--- src/rtl/maze_pkg.sv ---
// Shared maze encoding: move directions, the run-length token format and the
// FSM state type used by the path compressor.
package maze_pkg;

   typedef enum logic [1:0] {
      DIR_RIGHT = 2'd0,
      DIR_DOWN  = 2'd1,
      DIR_LEFT  = 2'd2,
      DIR_UP    = 2'd3
   } dir_e;

   // Run-length field width is shared with the solver side, so it lives here.
   localparam int unsigned LEN_W = 4;
   localparam logic [LEN_W-1:0] RUN_MAX = '1;

   typedef struct packed {
      dir_e             dir;
      logic [LEN_W-1:0] len;
      logic             last;
   } token_t;

   localparam int unsigned TOKEN_W = $bits(token_t);

   typedef enum logic {
      ST_IDLE,
      ST_RUN
   } rle_state_e;

   // Opposite directions differ only in bit 1 of the encoding.
   function automatic dir_e reverse_dir(input dir_e d);
      return dir_e'(d ^ 2'b10);
   endfunction

endpackage

--- src/rtl/rle_token_fifo.sv ---
// Synchronous token FIFO; a push into a full FIFO is dropped unless a pop
// frees a slot in the same cycle.
module rle_token_fifo #(
   parameter int unsigned WIDTH = 7,
   parameter int unsigned DEPTH = 8
) (
   input  logic             clk,
   input  logic             rst_n,
   input  logic             push_i,
   input  logic [WIDTH-1:0] data_i,
   input  logic             pop_i,
   output logic [WIDTH-1:0] data_o,
   output logic             full_o,
   output logic             empty_o,
   output logic             drop_o
);

   localparam int unsigned AW = (DEPTH > 1) ? $clog2(DEPTH) : 1;

   logic [AW:0]      wr_ptr_q, wr_ptr_d;
   logic [AW:0]      rd_ptr_q, rd_ptr_d;
   logic [WIDTH-1:0] mem_q [DEPTH];
   logic             push_en;
   logic             pop_en;

   // Extra MSB is the wrap bit: equal indices with differing wrap bits means full.
   assign empty_o = (wr_ptr_q == rd_ptr_q);
   assign full_o  = (wr_ptr_q[AW] != rd_ptr_q[AW]) &&
                    (wr_ptr_q[AW-1:0] == rd_ptr_q[AW-1:0]);

   assign pop_en  = pop_i && !empty_o;
   assign push_en = push_i && (!full_o || pop_en);
   assign drop_o  = push_i && full_o && !pop_en;

   assign data_o  = empty_o ? '0 : mem_q[rd_ptr_q[AW-1:0]];

   assign wr_ptr_d = push_en ? wr_ptr_q + {{AW{1'b0}}, 1'b1} : wr_ptr_q;
   assign rd_ptr_d = pop_en  ? rd_ptr_q + {{AW{1'b0}}, 1'b1} : rd_ptr_q;

   always_ff @(posedge clk or negedge rst_n) begin
      if (!rst_n) begin
         wr_ptr_q <= '0;
         rd_ptr_q <= '0;
      end else begin
         wr_ptr_q <= wr_ptr_d;
         rd_ptr_q <= rd_ptr_d;
      end
   end

   // NOTE: storage is deliberately not reset; the pointers define which entries
   // are valid and data_o is forced to zero while empty.
   always_ff @(posedge clk) begin
      if (push_en) begin
         mem_q[wr_ptr_q[AW-1:0]] <= data_i;
      end
   end

endmodule

--- src/rtl/maze_path_rle.sv ---
// Compresses the solver's per-cycle move stream into {dir, len, last} run
// tokens, buffers them for the host and reports path length and path errors.
module maze_path_rle
   import maze_pkg::*;
#(
   parameter int unsigned FIFO_DEPTH = 8,
   parameter int unsigned STEP_W     = 8
) (
   input  logic              clk,
   input  logic              rst_n,
   input  logic              dir_valid,
   input  logic [1:0]        dir,
   output logic              tok_valid,
   input  logic              tok_ready,
   output logic [1:0]        tok_dir,
   output logic [LEN_W-1:0]  tok_len,
   output logic              tok_last,
   output logic              frame_done,
   output logic [STEP_W-1:0] path_steps,
   output logic              err_overflow,
   output logic              err_reverse
);

   rle_state_e        state_q, state_d;
   dir_e              run_dir_q, run_dir_d;
   logic [LEN_W-1:0]  run_len_q, run_len_d;
   logic [STEP_W-1:0] step_cnt_q, step_cnt_d;
   logic [STEP_W-1:0] path_steps_q, path_steps_d;
   logic              done_q, done_d;
   logic              err_ovf_q, err_ovf_d;
   logic              err_rev_q, err_rev_d;
   logic              frame_start;
   logic              push;
   token_t            push_tok;
   token_t            head_tok;
   logic              fifo_full;
   logic              fifo_empty;
   logic              fifo_drop;
   dir_e              dir_in;

   assign dir_in = dir_e'(dir);

   // NOTE: combinational blocks use blocking '=' and assign every output a
   // default first so no path through the case statement can infer a latch.
   always_comb begin
      state_d      = state_q;
      run_dir_d    = run_dir_q;
      run_len_d    = run_len_q;
      step_cnt_d   = step_cnt_q;
      path_steps_d = path_steps_q;
      done_d       = 1'b0;
      err_rev_d    = err_rev_q;
      frame_start  = 1'b0;
      push         = 1'b0;
      push_tok     = '0;

      case (state_q)
         ST_IDLE: begin
            if (dir_valid) begin
               frame_start = 1'b1;
               run_dir_d   = dir_in;
               run_len_d   = LEN_W'(1);
               step_cnt_d  = STEP_W'(1);
               err_rev_d   = 1'b0;
               state_d     = ST_RUN;
            end
         end

         ST_RUN: begin
            if (dir_valid) begin
               if (step_cnt_q != '1) begin
                  step_cnt_d = step_cnt_q + STEP_W'(1);
               end
               if (dir_in == reverse_dir(run_dir_q)) begin
                  err_rev_d = 1'b1;
               end
               if ((dir_in == run_dir_q) && (run_len_q != RUN_MAX)) begin
                  run_len_d = run_len_q + LEN_W'(1);
               end else begin
                  // A full-length run splits into a new run in the same direction.
                  push          = 1'b1;
                  push_tok.dir  = run_dir_q;
                  push_tok.len  = run_len_q;
                  push_tok.last = 1'b0;
                  run_dir_d     = dir_in;
                  run_len_d     = LEN_W'(1);
               end
            end else begin
               push          = 1'b1;
               push_tok.dir  = run_dir_q;
               push_tok.len  = run_len_q;
               push_tok.last = 1'b1;
               path_steps_d  = step_cnt_q;
               done_d        = 1'b1;
               state_d       = ST_IDLE;
            end
         end

         default: state_d = ST_IDLE;
      endcase
   end

   // Kept apart from the FSM block: the drop flag depends on the FSM's push.
   always_comb begin
      err_ovf_d = err_ovf_q;
      if (frame_start) begin
         err_ovf_d = 1'b0;
      end
      if (fifo_drop) begin
         err_ovf_d = 1'b1;
      end
   end

   always_ff @(posedge clk or negedge rst_n) begin
      if (!rst_n) begin
         state_q      <= ST_IDLE;
         run_dir_q    <= DIR_RIGHT;
         run_len_q    <= '0;
         step_cnt_q   <= '0;
         path_steps_q <= '0;
         done_q       <= 1'b0;
         err_ovf_q    <= 1'b0;
         err_rev_q    <= 1'b0;
      end else begin
         state_q      <= state_d;
         run_dir_q    <= run_dir_d;
         run_len_q    <= run_len_d;
         step_cnt_q   <= step_cnt_d;
         path_steps_q <= path_steps_d;
         done_q       <= done_d;
         err_ovf_q    <= err_ovf_d;
         err_rev_q    <= err_rev_d;
      end
   end

   rle_token_fifo #(
      .WIDTH (TOKEN_W),
      .DEPTH (FIFO_DEPTH)
   ) u_fifo (
      .clk     (clk),
      .rst_n   (rst_n),
      .push_i  (push),
      .data_i  (push_tok),
      .pop_i   (tok_ready),
      .data_o  (head_tok),
      .full_o  (fifo_full),
      .empty_o (fifo_empty),
      .drop_o  (fifo_drop)
   );

   assign tok_valid    = !fifo_empty;
   assign tok_dir      = head_tok.dir;
   assign tok_len      = head_tok.len;
   assign tok_last     = head_tok.last;
   assign frame_done   = done_q;
   assign path_steps   = path_steps_q;
   assign err_overflow = err_ovf_q;
   assign err_reverse  = err_rev_q;

endmodule
--- config.mk ---
export PLATFORM = sky130hd
export DESIGN_NAME = maze_path_rle
export DESIGN_NICKNAME = d
export VERILOG_FILES = /design/src/rtl/maze_pkg.sv /design/src/rtl/rle_token_fifo.sv /design/src/rtl/maze_path_rle.sv
export SDC_FILE = /design/constraint.sdc
export NUM_CORES = 1
export LEC_CHECK = 0
export CAP_MARGIN = 25
export CORE_MARGIN = 2
export CORE_UTILIZATION = 45
export CTS_BUF_LIST = sky130_fd_sc_hd__clkbuf_4
export CTS_CLUSTER_DIAMETER = 30
export DETAILED_ROUTE_END_ITERATION = 12
export SYNTH_ARGS = -nofsm -noshare
export SYNTH_HDL_FRONTEND = slang
export SYNTH_SLANG_ARGS = --single-unit
--- constraint.sdc ---
create_clock -name clk -period 7.1 [get_ports clk]
set_clock_uncertainty 0.15 [all_clocks]
set_input_delay 0.71 -clock clk [delete_from_list [all_inputs] [get_ports clk]]
set_output_delay 0.71 -clock clk [all_outputs]
set_load 0.005 [all_outputs]
==> impl_metrics.tcl, run 1 <==
set metrics [dict create \
    hold_path.class "input pin to asynchronous set/reset pin" \
    stdcell_count 388 \
    leakage_nw 1.59 \
    cp.required_ps 6240 \
    rr_startpoint "u_fifo.rd_ptr_q[1]$_DFFE_PN0P_" \
    synth_area_per_cell_um2 15.5 \
    place.gp.congestion 0.789 \
    die-area_mm2 0.00943 \
    yosysTopAreaCellShare_pct 43.1 \
    cts_tree "yes" \
    max_slew_margin_pct 36.6 \
    ir_drop_uv 150 \
    io_pins 25 \
    swShare_pct 32.1 \
    final_cell_mix "edfxtp_1 (56), dfrtp_1 (34), clkdlybuf4s50_1 (23)" \
    placed_area_mm2 0.00421 \
    mostFrequentLayoutCell "edfxtp_1" \
    yosys_warnings 0 \
    synth_seq_cells 90 \
    grt-ovfl-total 0 \
    postRouteAntennaNets 0 \
    rows 33 \
    fmaxAchievable_ghz 0.256 \
    power_frac_seq_pct 50.4 \
    design_area_mm2 0.00433 \
    clk_pin_slew_ps 140 \
    finalHoldViolCount 0 \
    synth_cell_types 42 \
    cp.arrival_ps 3040 \
    postCtsResizedCells 0 \
    grt_use_total_pct 16.5 \
    outcome "finished, final reports clean" \
    finalSetupViolations 0 \
    clock-sinks 90 \
    clkLatencyLatePin_ps 430 \
    drtPass1Iterations 4 \
    post-cts-setup-buffers 0 \
    routed_via_density 5.31 \
    port_buffers 24 \
    multiInputGateArea_mm2 0.00124 \
    die_h_um 97.1 \
    h-tree-depth 3 \
    antenna_found_initial 0 \
    syn_to_final_growth_pct 11.1 \
    gr-usage-met3_pct 2.88 \
    period_minus_slack_ps 3900 \
    seq_area_mm2 0.00253 \
    use_met1_pct 25.1 \
    dr_total_vias 2061 \
    fp.coreArea_mm2 0.00830 \
    ff2ff_path_depth 5 \
    fin_crit_sh_pct 54.9 \
    cts-root-buf "clkbuf_4" \
    antenna_cells 0 \
    critPathMaxStageDelay_ps 930 \
    hpwl_um 4720 \
    synth.largest_area_cell "edfxtp_1" \
    drv_cap 0 \
    numCtsBuffers 9 \
    intPower_mw 1.01 \
    p_comb_share_pct 32.8 \
    synth_area_leaders "edfxtp_1 (43%), dfrtp_1 (22%), mux4_2 (8.1%)" \
    grt_start_max_net_pins 35 \
    grt_pass1_vias 2118 \
    fin_tns_setup_ps 0 \
    dr.first_iter.drc_count 126 \
    crit_family "simple AND/OR/NAND/NOR gates" \
    fillers 671 \
    worst_pin_slew_ps 944 \
    rsz0062_at_grt "no" \
    holdBufCountCts 0 \
    path_class "register to output pin" \
    rrSetupSlack_ps 4260 \
    finalMaxSlewViolations 0 \
    drive_gt1_share_pct 20.1 \
    wl_um 7170 \
    cp_cell_sequence "xnor2_1 -> nand3_2 -> nor2b_1 -> nor2_1 -> clkdlybuf4s50_1" \
    p_per_area_mw_per_mm2 343 \
    drc 0 \
    p_total_mw 1.49 \
    die_w_um 97.1 \
    ctsLongestPathBuffers 2 \
    critical_path_buf_inv_count 1 \
    met2_usage_pct 23.2 \
    endpoint_kind "output pin" \
    cp_max_fo 18 \
    worst_path_max_delay_cell "dfrtp_1" \
    initial_core_util_pct 47.0 \
    p_sw_mw 0.477 \
    fin_nets 288 \
    numPlacedInstances 372 \
    grt_most_used_layer "met1" \
    r2r_end "u_fifo.rd_ptr_q[1]$_DFFE_PN0P_" \
    syn_nets 261 \
    grt_pass1_wl_um 11700 \
    p_clk_share_pct 16.8 \
    cp.depth 5 \
    startpoint_type "register" \
    wire_per_inst_um 18.5 \
    synth_area_mm2 0.00390 \
    synthCells 251 \
    seq_area_frac_synth_pct 64.9 \
]
## worst max-delay path by stage
stage | end | slack, ps | startpoint
after floorplan | u_fifo.mem_q[4][0]$_DFFE_PP_ | 4330 | dir[1]
after global routing | tok_len[2] | 2970 | u_fifo.rd_ptr_q[1]$_DFFE_PN0P_
after global placement | u_fifo.mem_q[2][3]$_DFFE_PP_ | 3680 | dir_valid
after detailed placement | u_fifo.mem_q[2][3]$_DFFE_PP_ | 3590 | dir_valid
final | tok_dir[1] | 3200 | u_fifo.rd_ptr_q[1]$_DFFE_PN0P_
after CTS | tok_dir[1] | 3130 | u_fifo.rd_ptr_q[1]$_DFFE_PN0P_
## synthesized netlist by cell type
cell      count
nand4_4       1
mux4_2       14
mux2_4        1
ha_1          4
buf_4         4
nor4b_1       2
buf_6         3
a31oi_1       1
o31a_4        1
mux2_2       10
xnor2_1       9
xor2_1        3
and3_1        1
o22ai_1       1
nand3_1      10
o31ai_1       1
o21ai_0      10
and2_1        5
inv_1        10
a21oi_1       4
nand2_2       1
clkbuf_1      3
nand3_2       1
o31ai_4       1
nand4_1       2
nor3_1        3
o21a_1        1
xnor2_2       2
or3_1         3
buf_2         3
nand2_1      12
nand2b_1      2
nor3b_2       2
nor4_1        2
edfxtp_1     56
mux2_1        1
nor2b_1       2
mux2i_1       7
nor2_1       16
a41oi_4       1
nand3b_1      1
dfrtp_1      34
## per-layer routing
| metal | share of wire [%] | vias up |
|---|---|---|
| li1 | - | 983 |
| met1 | 50 | 1047 |
| met2 | 46 | 26 |
| met3 | 2.6 | 5 |
| met4 | 0.93 | 0 |
| met5 | 0 | - |
## kinds of logic after synthesis
family	Yosys count	share of synthesized area, %
flip-flops	90	64.9
AND/OR/NAND/NOR	66	9.34
multiplexers	33	13.4
buffers and inverters	23	3.27
AO/OA/AOI/OAI	21	4.20
XOR/XNOR	14	3.53
adder cells (fa/ha/maj)	4	1.28
## registers in the layout, indices dropped and copies added (netlist names), 2 cells and up
name             cells
run_len_q            4
u_fifo.rd_ptr_q      4
u_fifo.wr_ptr_q      4
step_cnt_q           8
u_fifo.mem_q        56
path_steps           8
run_dir_q            2
## per-stage QoR
stage | hold WS [ps] | worst slack, ps | utilization (%)
after floorplan | 264 | 4330 | -
after global placement | 320 | 3680 | 50.8
after detailed placement | 336 | 3590 | 50.8
after CTS | 213 | 3130 | 52.2
after global routing | 237 | 2970 | 52.2
final | 201 | 3200 | 52.2
## power groups by stage
stage	Clock (mW)	Sequential (mW)	Combinational, mW
after floorplan	0	0.681	0.399
after global placement	0	0.759	0.487
after detailed placement	0	0.762	0.493
after CTS	0.258	0.750	0.495
after global routing	0.278	0.763	0.535
final	0.250	0.748	0.487
## final cells by class
cell class / count / share of cell area, %
sequential: 90 / 58.5
multi-input combinational: 138 / 28.6
timing repair buffer: 29 / 6.30
tap: 105 / 3.03
clock buffer: 10 / 1.73
clock inverter: 6 / 0.982
inverter: 10 / 0.867
(Power assumes the default switching activity.)
==> run 2: changes to the inputs <==
==> constraint.sdc (replaced) <==
create_clock -name clk -period 3.6 [get_ports clk]
set_clock_uncertainty 0.15 [all_clocks]
set_input_delay 0.36 -clock clk [delete_from_list [all_inputs] [get_ports clk]]
set_output_delay 0.36 -clock clk [all_outputs]
set_load 0.005 [all_outputs]
==> run 2 against run 1 <==
  * Setup slack got worse by 2700 ps
  * Global-route usage decreased by 0.64 points
  * Combinational power up 110%
  * Register-to-register slack got worse by 3300 ps
  * Core utilization grew 0.71 points
  * Clock-buffer cell count down 1
  * Wire length down 3.6%
  * Critical path depth is 1 higher
  * Largest cell class unchanged
  * Sequential power is 91% higher
  * Sequential share of layout area decreased by 0.78 points
  * Die area unchanged
==> impl_metrics.tcl, run 2 (synthesis results as in run 1) <==
set metrics [dict create \
    outcome "finished, final reports clean" \
    hpwl_um 4740 \
    multiInputGateArea_mm2 0.00124 \
    cp.required_ps 3090 \
    postCtsResizedCells 0 \
    numCtsBuffers 9 \
    fillers 687 \
    pre_cts_ws_ps 659 \
    leakage_nw 1.63 \
    hold_path.class "register to register" \
    antenna_found_initial 0 \
    drive_gt1_share_pct 21.3 \
    drv_cap 0 \
    hold_slack_ps 347 \
    numPlacedInstances 379 \
    ctsLongestPathBuffers 2 \
    dr.first_iter.drc_count 122 \
    finalSetupViolations 0 \
    stdcell_count 396 \
    fin_crit_sh_pct 85.5 \
    clk_pin_slew_ps 140 \
    fmaxAchievable_ghz 0.325 \
    period_minus_slack_ps 3080 \
    dr_total_vias 2085 \
    final_cell_mix "edfxtp_1 (56), dfrtp_1 (34), clkdlybuf4s50_1 (23)" \
    antenna_cells 0 \
    worst_path_max_delay_cell "dfrtp_1" \
    cp_cell_sequence "xnor2_1 -> nand3_2 -> nor2b_1 -> buf_4 -> nor2_1 -> clkdlybuf4s50_1" \
    initial_core_util_pct 47.0 \
    design_area_mm2 0.00439 \
    grt_start_max_net_pins 35 \
    syn_to_final_growth_pct 12.6 \
    worst_pin_slew_ps 819 \
    startpoint_type "register" \
    die_w_um 97.1 \
    cts-root-buf "clkbuf_4" \
    ir_drop_uv 248 \
    placed_area_mm2 0.00427 \
    die-area_mm2 0.00943 \
    postRouteAntennaNets 0 \
    cts_tree "yes" \
    drtPass1Iterations 4 \
    fp.coreArea_mm2 0.00830 \
    clock-sinks 90 \
    clkLatencyLatePin_ps 420 \
    largest_reg_flops 56 \
    grt_use_total_pct 15.8 \
    rows 33 \
    rsz0062_at_grt "no" \
    h-tree-depth 3 \
    p_per_area_mw_per_mm2 667 \
    port_buffers 24 \
    routed_via_density 5.27 \
    drc 0 \
    io_pins 25 \
    max_slew_margin_pct 45.4 \
    cp.arrival_ps 2570 \
    finalMaxSlewViolations 0 \
    path_class "register to output pin" \
    fin_ws_ps 520 \
    seq_area_mm2 0.00253 \
    cp_max_fo 18 \
    grt_pass1_wl_um 11300 \
    endpoint_kind "output pin" \
    die_h_um 97.1 \
    wl_um 6920 \
    critPathMaxStageDelay_ps 900 \
    fin_tns_setup_ps 0 \
    grt_pass1_vias 2107 \
    grt-ovfl-total 0 \
    fin_nets 296 \
    wire_per_inst_um 17.5 \
    p_total_mw 2.93 \
    finalHoldViolCount 0 \
    fin_util_pct 52.9 \
    mostFrequentLayoutCell "edfxtp_1" \
    place.gp.congestion 0.749 \
]
## run 2: path summary, 6_finish.rpt
check                                               start                              to  slack (ps)  cells after the start
setup / recovery           u_fifo.rd_ptr_q[1]$_DFFE_PN0P_                        tok_last         520                      6
hold / removal             u_fifo.wr_ptr_q[3]$_DFFE_PN0P_  u_fifo.wr_ptr_q[3]$_DFFE_PN0P_         350                      1
setup reg to reg                 run_len_q[0]$_DFFE_PN0P_    u_fifo.mem_q[2][3]$_DFFE_PP_         920                      7
hold reg to reg            u_fifo.wr_ptr_q[3]$_DFFE_PN0P_  u_fifo.wr_ptr_q[3]$_DFFE_PN0P_         350                      1
max in group asynchronous                           rst_n               state_q$_DFF_PN0_        2430                      2
min in group asynchronous                           rst_n       path_steps[5]$_DFFE_PN0P_         390                      2
## run 2: power by group
| part | switching, mW | total (mW) | internal [mW] | leakage, nW |
|---|---|---|---|---|
| Combinational | 0.430 | 1.03 | 0.602 | 0.615 |
| Clock | 0.331 | 0.470 | 0.139 | 0.0571 |
| Sequential | 0.161 | 1.43 | 1.27 | 0.956 |
## run 2: what timing repair did
item / in CTS / in global routing
setup buffers: 0 / 0
hold endpoints to repair: 34 / 0
hold buffers: 1 / 0
## run 2: critical path: cells and delay by family, from the launching register on
| kind | cells | cell delay (ps) |
|---|---|---|
| and+or+nand+nor | 3 | 400 |
| xor gates and xnor gates | 1 | 210 |
| DFF | 1 | 900 |
| buffers and inverters | 2 | 630 |
## run 2: layout make-up
type / instances / share of cell area, %
well taps: 105 / 2.99
repair buffers: 37 / 7.64
multi-input cells: 138 / 28.2
inverters: 10 / 0.855
clock inverters: 7 / 1.05
clock buffers: 9 / 1.54
flip-flops and latches: 90 / 57.7
## run 2: per-layer routing
metal	vias up	part of all wire, %	global-route usage (%)
met2	38	48	23.8
met3	5	3.2	3.38
li1	997	-	-
met5	-	0	0
met1	1045	48	22.6
met4	0	1.1	6.50
==> run 3: changes to the inputs <==
--- a/config.mk
+++ b/config.mk
@@ -11,6 +11,7 @@
 export CTS_BUF_LIST = sky130_fd_sc_hd__clkbuf_4
 export CTS_CLUSTER_DIAMETER = 30
 export DETAILED_ROUTE_END_ITERATION = 12
+export HOLD_SLACK_MARGIN = 0.12
 export SYNTH_ARGS = -nofsm -noshare
 export SYNTH_HDL_FRONTEND = slang
 export SYNTH_SLANG_ARGS = --single-unit
==> results of run 3 <==
Same layout as run 2: the final DEF is identical, and so are final timing and power.
